==> config.mk <==
export PLATFORM = sky130hd
export DESIGN_NAME = dot_channel_seq
export DESIGN_NICKNAME = d
export VERILOG_FILES = /design/src/rtl/dot_channel_seq.sv
export SDC_FILE = /design/constraint.sdc
export NUM_CORES = 1
export LEC_CHECK = 0
export ABC_AREA = 1
export CAP_MARGIN = 30
export CORE_MARGIN = 1
export CORE_UTILIZATION = 45
export CTS_CLUSTER_SIZE = 40
export DETAILED_ROUTE_END_ITERATION = 16
export PLACE_DENSITY_LB_ADDON = 0.1
export SYNTH_ARGS = -nofsm -noshare
export SYNTH_HDL_FRONTEND = slang
export SYNTH_SLANG_ARGS = --single-unit
==> constraint.sdc <==
create_clock -name clk -period 4.05 [get_ports clk]
set_input_delay 0.405 -clock clk [delete_from_list [all_inputs] [get_ports clk]]
set_output_delay 0.405 -clock clk [all_outputs]
set_load 0.05 [all_outputs]
==> src/rtl/dot_channel_seq.sv <==
// Sequencer for one dot_channel datapath: per position, raise load, step the weight
// chip-select, wait for the channel result, then hand it downstream over valid/ready.
// Optional watchdog enabled by defining DOT_SEQ_TIMEOUT_EN.
`ifndef DATA_LEN
`define DATA_LEN 32
`endif

module dot_channel_seq #(
  parameter int unsigned N_CS    = 12,
  parameter int unsigned POS_W   = 16,
  parameter int unsigned TIMEOUT = 64
) (
  input  logic                 clk,
  input  logic                 rst_n,
  input  logic                 start,
  input  logic [POS_W-1:0]     n_pos,
  output logic                 busy,
  output logic                 done,
  output logic [POS_W-1:0]     pos_idx,
  output logic                 ch_load,
  output logic [3:0]           ch_cs,
  input  logic                 ch_valid,
  input  logic [`DATA_LEN-1:0] ch_q,
  output logic                 out_valid,
  input  logic                 out_ready,
  output logic [`DATA_LEN-1:0] out_data,
  output logic [POS_W-1:0]     out_idx,
  output logic                 err
);

  typedef enum logic [1:0] {
    S_IDLE,
    S_RUN,
    S_OUT
  } state_t;

  localparam logic [3:0] CS_MAX = 4'(N_CS - 1);

  state_t               r_state;
  state_t               w_next;
  logic [POS_W-1:0]     r_n_pos;
  logic [POS_W-1:0]     r_pos_idx;
  logic [POS_W-1:0]     r_out_idx;
  logic [3:0]           r_cs;
  logic [`DATA_LEN-1:0] r_out_data;
  logic                 r_done;

  logic w_start_ok;
  logic w_start_empty;
  logic w_capture;
  logic w_accept;
  logic w_last;
  logic w_timeout;

  assign w_start_ok    = (r_state == S_IDLE) && start && (n_pos != '0);
  assign w_start_empty = (r_state == S_IDLE) && start && (n_pos == '0);
  assign w_capture     = (r_state == S_RUN) && ch_valid;
  assign w_accept      = (r_state == S_OUT) && out_ready;
  // n_pos is latched non-zero, so the subtraction cannot wrap
  assign w_last        = (r_pos_idx == (r_n_pos - POS_W'(1)));

  always_ff @(posedge clk or negedge rst_n) begin
    if (!rst_n) begin
      r_state <= S_IDLE;
    end else begin
      r_state <= w_next;
    end
  end

  always_comb begin
    w_next    = r_state;
    busy      = 1'b0;
    ch_load   = 1'b0;
    ch_cs     = '0;
    out_valid = 1'b0;
    case (r_state)
      S_IDLE: begin
        if (w_start_ok) begin
          w_next = S_RUN;
        end
      end
      S_RUN: begin
        busy    = 1'b1;
        ch_load = 1'b1;
        ch_cs   = r_cs;
        if (w_capture) begin
          w_next = S_OUT;
        end else if (w_timeout) begin
          w_next = S_IDLE;
        end
      end
      S_OUT: begin
        busy      = 1'b1;
        out_valid = 1'b1;
        if (w_accept) begin
          w_next = w_last ? S_IDLE : S_RUN;
        end
      end
      default: begin
        w_next = S_IDLE;
      end
    endcase
  end

  always_ff @(posedge clk or negedge rst_n) begin
    if (!rst_n) begin
      r_n_pos    <= '0;
      r_pos_idx  <= '0;
      r_out_idx  <= '0;
      r_out_data <= '0;
      r_cs       <= '0;
      r_done     <= 1'b0;
    end else begin
      r_done <= 1'b0;
      if (w_start_empty) begin
        r_done <= 1'b1;
      end
      if (w_start_ok) begin
        r_n_pos   <= n_pos;
        r_pos_idx <= '0;
        r_cs      <= '0;
      end
      if ((r_state == S_RUN) && (r_cs != CS_MAX)) begin
        r_cs <= r_cs + 4'd1;
      end
      if (w_capture) begin
        r_out_data <= ch_q;
        r_out_idx  <= r_pos_idx;
      end
      if (w_timeout) begin
        r_done <= 1'b1;
      end
      if (w_accept) begin
        if (w_last) begin
          r_done <= 1'b1;
        end else begin
          r_pos_idx <= r_pos_idx + POS_W'(1);
          r_cs      <= '0;
        end
      end
    end
  end

`ifdef DOT_SEQ_TIMEOUT_EN
  localparam int unsigned WD_W = $clog2(TIMEOUT + 1);

  logic [WD_W-1:0] r_wd;
  logic            r_err;

  // r_wd counts RUN cycles already spent; the last allowed cycle is TIMEOUT-1
  assign w_timeout = (r_state == S_RUN) && !ch_valid && (r_wd == WD_W'(TIMEOUT - 1));

  always_ff @(posedge clk or negedge rst_n) begin
    if (!rst_n) begin
      r_wd  <= '0;
      r_err <= 1'b0;
    end else begin
      if (w_start_ok || w_accept) begin
        r_wd <= '0;
      end else if (r_state == S_RUN) begin
        r_wd <= r_wd + WD_W'(1);
      end
      if ((r_state == S_IDLE) && start) begin
        r_err <= 1'b0;
      end else if (w_timeout) begin
        r_err <= 1'b1;
      end
    end
  end

  assign err = r_err;
`else
  logic w_unused_timeout;

  assign w_unused_timeout = ^TIMEOUT;
  assign w_timeout        = 1'b0;
  assign err              = 1'b0;
`endif

  assign done     = r_done;
  assign pos_idx  = r_pos_idx;
  assign out_data = r_out_data;
  assign out_idx  = r_out_idx;

endmodule

==> impl_results.html <==
<table>
<tr><th>Metric</th><th>Value</th></tr>
<tr><th colspan="2">Outcome</th></tr>
<tr><td>Status</td><td>complete, but fails checks</td></tr>
<tr><td>Violated checks</td><td>hold timing</td></tr>
<tr><th colspan="2">Pwr</th></tr>
<tr><td>Net Switching</td><td>3.06 mW</td></tr>
<tr><td>Power share of the sequential group</td><td>28.2%</td></tr>
<tr><td>Worst vdd rail ir drop</td><td>0.000579 V</td></tr>
<tr><td>Cell Pwr Density</td><td>901 mW/mm²</td></tr>
<tr><td>Proportion of total power due to net switching</td><td>52.9%</td></tr>
<tr><td>Clock power frac</td><td>9.7%</td></tr>
<tr><td>LEAKAGE</td><td>3.15 nW</td></tr>
<tr><td>Combinational share of power</td><td>62.1%</td></tr>
<tr><td>Pint</td><td>2.73 mW</td></tr>
<tr><th colspan="2">Drt</th></tr>
<tr><td>Vias per Instance</td><td>4.93</td></tr>
<tr><td>WL final</td><td>12.1 mm</td></tr>
<tr><td>Antenna-violating nets left</td><td>0</td></tr>
<tr><td>Vias</td><td>4256</td></tr>
<tr><td>Number of search-and-repair iterations in the first detailed-routing pass</td><td>5</td></tr>
<tr><td>DRC errors left</td><td>0</td></tr>
<tr><td>Number of DRC violations after detailed-routing iteration 0</td><td>245</td></tr>
<tr><td>Average wire per standard cell</td><td>14.0 µm</td></tr>
<tr><th colspan="2">Timing</th></tr>
<tr><td>Maximum operating frequency</td><td>0.389 GHz</td></tr>
<tr><td>Post-route clock period utilization</td><td>63.5%</td></tr>
<tr><td>Actual slew at the worst max-slew pin</td><td>0.565 ns</td></tr>
<tr><td>Setup Viol. Count Final</td><td>0</td></tr>
<tr><td>Unrepaired setup endpoints after global routing</td><td>no</td></tr>
<tr><td>Setup Skew</td><td>0.0103 ns</td></tr>
<tr><td>Worst relative slew slack</td><td>62.3%</td></tr>
<tr><td>Final max-slew violation count</td><td>0</td></tr>
<tr><td>Final Hold Viols</td><td>11</td></tr>
<tr><td>Post-route setup TNS</td><td>0 ns</td></tr>
<tr><td>Minimum clock period</td><td>2.57 ns</td></tr>
<tr><td>Hold Worst Slack</td><td>-0.0150 ns</td></tr>
<tr><th colspan="2">Clock network</th></tr>
<tr><td>Clock buffer count from CTS</td><td>9</td></tr>
<tr><td>Root cell of the clock tree</td><td>sky130_fd_sc_hd__clkbuf_8</td></tr>
<tr><td>Post-CTS Resized</td><td>0</td></tr>
<tr><td>Number of clock sinks</td><td>87</td></tr>
<tr><td>H-Tree Level Count</td><td>3</td></tr>
<tr><td>Count of hold buffers inserted by post-cts repair</td><td>0</td></tr>
<tr><td>Clock transition at the registers of the reported paths</td><td>0.09 ns</td></tr>
<tr><td>CTS tree</td><td>built</td></tr>
<tr><td>Count of buffers added by post-CTS timing repair for setup</td><td>0</td></tr>
<tr><td>Source-to-sink clock delay at the later pin of the worst-skew pair</td><td>0.36 ns</td></tr>
<tr><td>Maximum number of buffers from clock root to sink</td><td>2</td></tr>
<tr><th colspan="2">Synthesis</th></tr>
<tr><td>Cells taking the most area after synthesis</td><td>sky130_fd_sc_hd__dfrtp_1 (45%), sky130_fd_sc_hd__nand2_1 (14%), sky130_fd_sc_hd__mux2_2 (7.4%)</td></tr>
<tr><td>Nets in the synthesized netlist</td><td>659</td></tr>
<tr><td>Sequential element share of the synthesized area</td><td>44.8%</td></tr>
<tr><td>Synth cell types</td><td>36</td></tr>
<tr><td>Post-synthesis instance total</td><td>599</td></tr>
<tr><td>Post-Synthesis Mean Instance Area</td><td>8.11 µm²</td></tr>
<tr><td>FF+latch count, synth</td><td>87</td></tr>
<tr><td>Top cell type's share of synthesized area</td><td>44.8%</td></tr>
<tr><td>Cell type with the largest total area after synthesis</td><td>sky130_fd_sc_hd__dfrtp_1</td></tr>
<tr><td>Cell area after technology mapping</td><td>0.00486 mm²</td></tr>
<tr><td>Total number of yosys warnings</td><td>0</td></tr>
<tr><th colspan="2">Setup path</th></tr>
<tr><td>Cell count of the worst reg-to-reg path</td><td>17</td></tr>
<tr><td>Crit. End Element</td><td>output port</td></tr>
<tr><td>Crit-path max FO</td><td>7</td></tr>
<tr><td>Worst reg-to-reg setup slack</td><td>1.69 ns</td></tr>
<tr><td>Required time reported for the critical path endpoint</td><td>3.64 ns</td></tr>
<tr><td>Number of gates on the worst path with buffers counted</td><td>5</td></tr>
<tr><td>CP max-delay cell</td><td>sky130_fd_sc_hd__clkdlybuf4s50_1</td></tr>
<tr><td>Cell Chain, Critical Path</td><td>inv_1 &gt; ha_1 &gt; nand2_1 &gt; inv_1 &gt; clkdlybuf4s50_1</td></tr>
<tr><td>Cell mode on critical path</td><td>sky130_fd_sc_hd__inv_1</td></tr>
<tr><td>Total buffers and inverters traversed by the critical path</td><td>3</td></tr>
<tr><td>R2r startpoint</td><td>r_n_pos[0]</td></tr>
<tr><td>Startpoint class of the critical path</td><td>flop</td></tr>
<tr><td>Destination of the worst register-to-register timing path</td><td>pos_idx[1]</td></tr>
<tr><td>Category of cells accounting for the largest share of critical-path delay</td><td>buffers and inverters</td></tr>
<tr><td>Critical path type</td><td>reg2out</td></tr>
<tr><td>Startpoint of the worst setup timing path</td><td>r_state[1]</td></tr>
<tr><td>Worst Setup EP</td><td>ch_cs[2]</td></tr>
<tr><td>Worst EP arrival</td><td>2.17 ns</td></tr>
<tr><td>Slowest cell delay on critical path</td><td>0.80 ns</td></tr>
<tr><th colspan="2">Global route</th></tr>
<tr><td>First-pass GRT wire length</td><td>20.0 mm</td></tr>
<tr><td>Global-route usage over all layers</td><td>22.7%</td></tr>
<tr><td>Number of antenna violations at the first check in global routing</td><td>0</td></tr>
<tr><td>Via count of the first global-routing pass</td><td>4168</td></tr>
<tr><td>Remaining global-route overflow</td><td>0</td></tr>
<tr><td>Largest net degree at the start of global routing</td><td>53</td></tr>
<tr><th colspan="2">Floorplan</th></tr>
<tr><td>Die Area</td><td>0.0112 mm²</td></tr>
<tr><td>Area of the core region</td><td>0.0104 mm²</td></tr>
<tr><td>Boundary Pins</td><td>126</td></tr>
<tr><td>Site Rows</td><td>37</td></tr>
<tr><td>Y dimension of the die</td><td>106 µm</td></tr>
<tr><td>Starting density of the core</td><td>46.7%</td></tr>
<tr><td>Width of the chip</td><td>106 µm</td></tr>
<tr><th colspan="2">Final layout</th></tr>
<tr><td>Fin area</td><td>0.00642 mm²</td></tr>
<tr><td>Reg area</td><td>0.00218 mm²</td></tr>
<tr><td>Most used cells in the layout excluding fill and tap cells</td><td>sky130_fd_sc_hd__nand2_1 (185), sky130_fd_sc_hd__clkdlybuf4s50_1 (123), sky130_fd_sc_hd__dfrtp_1 (87), sky130_fd_sc_hd__inv_1 (79), sky130_fd_sc_hd__o21ai_0 (38)</td></tr>
<tr><td>N_diodes</td><td>0</td></tr>
<tr><td>Utilization of the core after routing</td><td>61.6%</td></tr>
<tr><td>Area of the multi-input gates</td><td>0.00227 mm²</td></tr>
<tr><td>Fraction of layout cells with a size suffix above 1</td><td>12.7%</td></tr>
<tr><td>Synth-to-Final Area Change</td><td>32.1%</td></tr>
<tr><td>Number of inserted filler cells in the final layout</td><td>938</td></tr>
<tr><td>Most frequent standard cell in the layout excluding fill and tap cells</td><td>sky130_fd_sc_hd__nand2_1</td></tr>
<tr><td>Number of nets in the finished design</td><td>782</td></tr>
<tr><th colspan="2">Placement</th></tr>
<tr><td>Count of input and output buffers</td><td>124</td></tr>
<tr><td>Placed standard-cell area</td><td>0.00624 mm²</td></tr>
<tr><td>Post-detail-place hpwl</td><td>9.17 mm</td></tr>
<tr><td>Placer congestion estimate</td><td>0.847</td></tr>
<tr><th colspan="2">Worst hold path</th></tr>
<tr><td>Hold Crit Class</td><td>in2async</td></tr>
<tr><th colspan="2">Flow run</th></tr>
<tr><td>Maxcap violations</td><td>0</td></tr>
</table>
-- stage by stage --
step                worst slack [ns]  power, mW  cells
floorplan                       1.99       4.13    599
global placement                1.46       5.16    845
detailed placement              1.42       5.24    847
CTS                             1.45       5.82    863
global route                    1.35       6.19    863
finish                          1.48       5.78    863
-- per-layer routing --
layer  global-route usage (%)  wire [µm]  share of wire, %  vias up
li1                         -          -                 -     2120
met1                     29.4       5450                45     2031
met4                     6.65        190               1.6        0
met2                     39.4       6030                50       90
met3                     3.37        437               3.6       15
met5                        0          0                 0        -
-- power groups by stage --
stage          combinational [mW]  clock (mW)  sequential, mW
6_report                     3.59       0.559            1.63
2_1_floorplan                1.58           0            2.55
3_5_place_dp                 3.59           0            1.65
4_1_cts                      3.61       0.576            1.63
5_1_grt                      3.89       0.612            1.69
3_3_place_gp                 3.53           0            1.63
-- logic make-up after synthesis --
group,Yosys count,synth area share (%)
AOI/OAI and AO/OA,45,4.76
xor gates and xnor gates,21,3.78
adders and majority gates,7,1.80
buffers and inverters,103,8.60
DFF,87,44.8
muxes,32,7.42
other,1,0.0772
and+or+nand+nor,303,28.8
-- final cells by class --
class	count	area share (%)
multi-input combinational	409	35.3
sequential	87	33.9
timing repair buffer	128	20.3
inverter	87	5.09
tap	136	2.65
clock buffer	11	2.05
clock inverter	5	0.682
-- how the worst min path moves through the flow --
stage	from	to	slack, ns	cells past startpoint
detailed placement	rst_n	out_data[24]	0.40	1
finish	rst_n	out_data[24]	-0.02	1
global placement	out_idx[0]	out_idx[0]	0.47	2
CTS	rst_n	out_data[24]	0.003	1
global route	rst_n	out_data[24]	0.01	1
floorplan	rst_n	done	0.11	0
-- flip-flops by register name (all words and copies together) (netlist names) --
register  flops
r_cs          4
out_idx      16
r_state       2
pos_idx      16
out_data     32
done          1
r_n_pos      16
-- synthesized netlist by cell type (all sizes together) --
cell	count
buf	7
mux2	32
o22ai	1
nor4	3
conb	1
nor2	45
nor3	8
o21ai	40
and3	1
a31oi	1
xnor2	4
clkbuf	9
inv	87
nand3	39
nand4	5
dfrtp	87
a21oi	2
o221ai	1
nand2	199
ha	7
nand3b	3
xor2	17
Power figures use the tool's default switching activity.
